File: src/rtl/fetch_pkg.sv
// Shared types and default sizes for the instruction-fetch sequencer.
// The redirect record carries one execute-stage branch request.
package fetch_pkg;

    localparam int DEF_ADDR_W   = 6;
    localparam int DEF_INSTR_W  = 32;
    localparam int DEF_RESET_PC = 0;
    localparam int DEF_CNT_W    = 16;

    typedef enum logic [1:0] {
        IDLE = 2'd0,
        RUN  = 2'd1,
        HALT = 2'd2
    } fetch_state_e;

    typedef struct packed {
        logic                  valid;
        logic [DEF_ADDR_W-1:0] target;
        logic                  annul;
    } redirect_t;

endpackage

File: src/rtl/pc_pair.sv
// PC/nPC register pair with wrap-around increment and a one-deep pending
// redirect latch; the redirect lands in npc so the delay slot is always fetched.
module pc_pair
    import fetch_pkg::*;
#(
    parameter int ADDR_W   = DEF_ADDR_W,
    parameter int RESET_PC = DEF_RESET_PC
) (
    input  logic              clk,
    input  logic              rst,
    input  logic              fire,
    input  redirect_t         br_in,
    output logic [ADDR_W-1:0] pc,
    output logic              redir_annul
);

    logic [ADDR_W-1:0] pc_q, pc_d;
    logic [ADDR_W-1:0] npc_q, npc_d;
    logic [ADDR_W-1:0] next_target;
    redirect_t         pend_q, pend_d;
    redirect_t         cur_redir;

    // A redirect arriving this cycle supersedes an older pending one.
    always_comb begin
        cur_redir   = br_in.valid ? br_in : pend_q;
        next_target = cur_redir.valid ? cur_redir.target : npc_q + 1'b1;
        redir_annul = cur_redir.valid & cur_redir.annul;
        pc_d        = pc_q;
        npc_d       = npc_q;
        pend_d      = pend_q;
        if (fire) begin
            pc_d   = npc_q;
            npc_d  = next_target;
            pend_d = '0;
        end else if (br_in.valid) begin
            pend_d = br_in;
        end
    end

    always_ff @(posedge clk or posedge rst) begin
        if (rst) begin
            pc_q   <= ADDR_W'(RESET_PC);
            npc_q  <= ADDR_W'(RESET_PC + 1);
            pend_q <= '0;
        end else begin
            pc_q   <= pc_d;
            npc_q  <= npc_d;
            pend_q <= pend_d;
        end
    end

    assign pc = pc_q;

endmodule

File: src/rtl/fetch_sequencer.sv
// Instruction-fetch controller: drives imem_a from pc, registers the returned
// word into a one-entry valid/ready output stage, handles redirects and halt.
module fetch_sequencer
    import fetch_pkg::*;
#(
    parameter int ADDR_W   = DEF_ADDR_W,
    parameter int INSTR_W  = DEF_INSTR_W,
    parameter int RESET_PC = DEF_RESET_PC,
    parameter int CNT_W    = DEF_CNT_W
) (
    input  logic               clk,
    input  logic               reset,
    output logic [ADDR_W-1:0]  imem_a,
    input  logic [INSTR_W-1:0] imem_rd,
    output logic               out_valid,
    input  logic               out_ready,
    output logic [INSTR_W-1:0] out_instr,
    output logic [ADDR_W-1:0]  out_pc,
    input  logic               br_valid,
    input  logic [ADDR_W-1:0]  br_target,
    input  logic               br_annul,
    input  logic               halt_req,
    input  logic               resume,
    output logic               halted,
    output logic [CNT_W-1:0]   fetch_cnt
);

    // Handshake: the output stage transfers on a cycle where out_valid and
    // out_ready are both high; out_valid never drops without a transfer.
    fetch_state_e       state_q, state_d;
    logic               out_valid_q, out_valid_d;
    logic [INSTR_W-1:0] out_instr_q, out_instr_d;
    logic [ADDR_W-1:0]  out_pc_q, out_pc_d;
    logic               annul_q, annul_d;
    logic [CNT_W-1:0]   fetch_cnt_q, fetch_cnt_d;
    logic               fire;
    logic               redir_annul;
    logic [ADDR_W-1:0]  pc;
    redirect_t          br_in;

    assign br_in = '{valid: br_valid, target: br_target, annul: br_annul};

    pc_pair #(
        .ADDR_W   (ADDR_W),
        .RESET_PC (RESET_PC)
    ) u_pc_pair (
        .clk         (clk),
        .rst         (reset),
        .fire        (fire),
        .br_in       (br_in),
        .pc          (pc),
        .redir_annul (redir_annul)
    );

    always_comb begin
        fire        = (state_q == RUN) && (!out_valid_q || out_ready);
        state_d     = state_q;
        out_valid_d = out_valid_q;
        out_instr_d = out_instr_q;
        out_pc_d    = out_pc_q;
        annul_d     = annul_q;
        fetch_cnt_d = fetch_cnt_q;

        case (state_q)
            IDLE:    state_d = RUN;
            RUN:     if (halt_req) state_d = HALT;
            HALT:    if (resume) state_d = RUN;
            default: state_d = IDLE;
        endcase

        // A squashed delay slot still advances pc but never reaches decode.
        if (fire) begin
            out_valid_d = !annul_q;
            out_instr_d = imem_rd;
            out_pc_d    = pc;
            annul_d     = redir_annul;
        end else if (out_ready) begin
            out_valid_d = 1'b0;
        end

        if (out_valid_q && out_ready) begin
            fetch_cnt_d = fetch_cnt_q + 1'b1;
        end
    end

    always_ff @(posedge clk or posedge reset) begin
        if (reset) begin
            state_q     <= IDLE;
            out_valid_q <= 1'b0;
            out_instr_q <= '0;
            out_pc_q    <= '0;
            annul_q     <= 1'b0;
            fetch_cnt_q <= '0;
        end else begin
            state_q     <= state_d;
            out_valid_q <= out_valid_d;
            out_instr_q <= out_instr_d;
            out_pc_q    <= out_pc_d;
            annul_q     <= annul_d;
            fetch_cnt_q <= fetch_cnt_d;
        end
    end

    assign imem_a    = pc;
    assign out_valid = out_valid_q;
    assign out_instr = out_instr_q;
    assign out_pc    = out_pc_q;
    assign halted    = (state_q == HALT) && !out_valid_q;
    assign fetch_cnt = fetch_cnt_q;

endmodule

File: config.mk
export PLATFORM = sky130hd
export DESIGN_NAME = fetch_sequencer
export DESIGN_NICKNAME = d
export VERILOG_FILES = /design/src/rtl/fetch_pkg.sv /design/src/rtl/pc_pair.sv /design/src/rtl/fetch_sequencer.sv
export SDC_FILE = /design/constraint.sdc
export NUM_CORES = 1
export LEC_CHECK = 0
export CORE_ASPECT_RATIO = 1.2
export CORE_UTILIZATION = 35
export CTS_CLUSTER_DIAMETER = 60
export DETAILED_ROUTE_END_ITERATION = 8
export PLACE_DENSITY = 0.66
export SYNTH_ARGS = -nofsm -noshare
export SYNTH_HDL_FRONTEND = slang
export SYNTH_HIERARCHICAL = 1
export SYNTH_SLANG_ARGS = --single-unit
File: constraint.sdc
create_clock -name clk -period 1.8 [get_ports clk]
set_input_delay 0.18 -clock clk [delete_from_list [all_inputs] [get_ports clk]]
set_output_delay 0.18 -clock clk [all_outputs]
set_load 0.005 [all_outputs]
==> impl_metrics.json <==
{
  "power_switching_mw": 2.15,
  "criticalPathCategory": "reg2out",
  "rsz0062_at_grt": "no",
  "cellInternalPower_mw": 5.27,
  "status": "complete, no violations",
  "grt_start_max_net_pins": 37,
  "hold_viol": 0,
  "num_antenna_cells": 0,
  "syn-num-nets": 286,
  "globalRouteOverflowTotal": 0,
  "placed_insts": 467,
  "critical_path.endpoint_type": "primary output",
  "grt_first_pass_wirelength_um": 11100,
  "fp.dieH_um": 107,
  "final_common_cell": "sky130_fd_sc_hd__clkdlybuf4s50_1",
  "post-route-worst-setup-slack_ns": 0.0898,
  "synth_area_um2": 3220,
  "gpl.final_weighted_congestion": 0.665,
  "max_stage_delay_ns": 0.54,
  "holdBufCountCts": 0,
  "crit_path_cell_trace": "nor3b_1, clkdlybuf4s50_1",
  "via_count": 2270,
  "count_of_flip_flops_with_a_built_in_enable_after_synthesis": 0,
  "final-instance-count-excl-fill": 482,
  "drt_first_pass_iters": 4,
  "power.combinational.fraction_pct": 42.6,
  "layout.core_utilization_pct": 52.3,
  "power-per-cell-area_nw_per_um2": 1580,
  "hold_slack_ns": 0.218,
  "die_x_um": 89.6,
  "clock-sinks": 78,
  "numCtsBuffers": 9,
  "ys_types": 39,
  "post_synth.cell_area_avg_um2": 13.5,
  "min_path_type": "in2async",
  "start_util_pct": 35.9,
  "worst_setup_path_start_kind": "flop",
  "synth.top_cells.by_area": "sky130_fd_sc_hd__dfrtp_1 60%, sky130_fd_sc_hd__mux2_2 16%, sky130_fd_sc_hd__xnor2_1 2.4%, sky130_fd_sc_hd__xor2_1 1.6%, sky130_fd_sc_hd__nand2_1 1.3%",
  "cp.required_ns": 1.62,
  "design_power_total_mw": 7.42,
  "synth_top_area_share_pct": 59.8,
  "fmaxAchievable_ghz": 0.585,
  "via_count_of_the_first_global_routing_pass": 2353,
  "final_layout_size_suffix_gt1_share_pct": 21.8,
  "seq_area_frac_synth_pct": 60.6,
  "slew_headroom_pct": 69.9,
  "fp.coreArea_um2": 8990,
  "setup_viol": 0,
  "slew_of_the_pin_with_the_lowest_slew_margin_ns": 0.452,
  "die_area_um2": 9600,
  "switching_share_pct": 29.0,
  "vdd.ir_drop.worst_mv": 0.734,
  "area_growth_pct": 45.6,
  "syn_inst": 239,
  "clock_insertion_delay_worst_skew_ns": 0.33,
  "cts_tree": "built",
  "most-common-layout-cells": "106 x sky130_fd_sc_hd__clkdlybuf4s50_1, 76 x sky130_fd_sc_hd__dfrtp_1, 46 x sky130_fd_sc_hd__mux2_2",
  "net_count_final": 405,
  "cap_viol_max_count": 0,
  "finalWorstPathRequiredPeriod_ns": 1.71,
  "routed_wire_length_per_instance_um": 13.7,
  "synth_ff_type": "sky130_fd_sc_hd__dfrtp_1",
  "ctsRootBufferMaster": "sky130_fd_sc_hd__clkbuf_8",
  "synth-seq-cells": 78,
  "power_frac_clock_pct": 16.5,
  "post_route_antenna_net_violation_count": 0,
  "number_of_antenna_violations_at_the_first_check_in_global_routing": 0,
  "grt_use_total_pct": 14.9,
  "post_detailed_routing_wire_length_um": 6600,
  "drtIter0Drc": 42,
  "placement_rows": 38,
  "asyncSetResetFlopFracSynth_pct": 100,
  "post-place-ws_ns": -0.0149,
  "io_pins": 107,
  "dp_hpwl_um": 4740,
  "critical_path_arrival_ns": 1.53,
  "finalMaxSlewViolations": 0,
  "drt_drc_violations_left": 0,
  "p_seq_share_pct": 40.9,
  "synth_top_cell_by_area": "sky130_fd_sc_hd__dfrtp_1",
  "buffer_ports.inserted": 106,
  "fin_worst_skew_ns": 0.00247,
  "yosysWarnings": 6,
  "crit_path_top_delay_cell": "sky130_fd_sc_hd__clkdlybuf4s50_1",
  "clock_tree.htree_level_count": 3,
  "path_max_fanout": 7,
  "path_clk_slew_ns": 0.07,
  "static-leakage-power_nw": 2.01,
  "post_route_fraction_of_the_period_consumed_by_the_critical_path_pct": 95.0,
  "cts-root-to-sink-buffers": 2,
  "avgViaCountPerCell": 4.71
}
==> final timing paths <==
kind | endpoint | depth (start not counted) | from | slack [ns]
setup / recovery | halted | 2 | out_valid | 0.09
hold / removal | u_pc_pair/pc[1] | 3 | reset | 0.22
setup reg to reg | u_pc_pair/npc_q[4] | 4 | u_pc_pair/npc_q[0] | 0.20
hold reg to reg | fetch_cnt[15] | 1 | fetch_cnt[15] | 0.48
max in group asynchronous | out_valid | 3 | reset | 1.15
min in group clk | state_q[1] | 3 | halt_req | 0.43
==> power groups by stage <==
stage	combinational [mW]	sequential [mW]	clock [mW]
after floorplan	1.55	3.01	0
after global placement	3.13	3.04	0
after detailed placement	3.19	3.07	0
after CTS	3.22	3.04	1.27
after global routing	3.44	3.16	1.36
final	3.16	3.03	1.22
==> routing by layer <==
layer | GRT usage, % | wire length, um | share of wire, %
met1 | 19.2 | 2960 | 45
met2 | 23.7 | 3260 | 49
met3 | 4.23 | 340 | 5.1
met4 | 5.44 | 43 | 0.65
met5 | 0 | 0 | 0
==> synth_stat cells (all sizes together), types with 2 or more instances <==
master	n
inv	8
o22ai	2
ha	2
clkbuf	2
nand4	4
xor2	6
nand2b	6
a21oi	7
a22o	3
a311o	2
o31ai	2
xnor2	9
nor2	11
nand3	7
buf	8
o21ai	4
mux2	48
mux2i	4
and4	2
dfrtp	77
nand2	11
==> registers in the layout, indices dropped and copies added (netlist names) <==
signal and count:
annul_q 1, fetch_cnt 16, out_instr 32, out_pc 6
out_valid 1, state_q 2, u_pc_pair/npc_q 6, u_pc_pair/pc 6
u_pc_pair/pend_q 8
==> layout make-up <==
| cell class | count | area [um^2] |
|---|---|---|
| clock buffers | 15 | 186 |
| fillers | 777 | 4290 |
| inverters | 8 | 30.0 |
| multi-input cells | 143 | 1200 |
| flip-flops and latches | 78 | 1950 |
| well taps | 120 | 150 |
| repair buffers | 118 | 1180 |
==> timing repair <==
action | in CTS | in global routing
resized for setup | 0 | 1
endpoints found under the hold margin | 0 | 0
setup endpoints to repair | 0 | 1
setup buffers | 0 | 0
==> kinds of logic after synthesis <==
logic type / after synthesis / share of synthesized area, %
mux: 52 / 18.0
compound gates: 25 / 5.43
simple gates: 49 / 8.54
xor+xnor: 15 / 4.07
buf+inv: 18 / 2.60
flops: 78 / 60.6
fa+ha+maj: 2 / 0.776
==> through the flow <==
stage,area (um^2),TNS [ns]
4_1_cts,4690,0
3_3_place_gp,4510,0
5_1_grt,4700,0
3_5_place_dp,4510,-0.0829
2_1_floorplan,3230,0
6_report,4700,0
==> worst max-delay path, delay by kind of cell, from the launching register on <==
family | cells | cell delay (ns)
simple gates | 1 | 0.19
flops | 1 | 0.47
buf+inv | 1 | 0.54
Power figures use the tool's default switching activity.
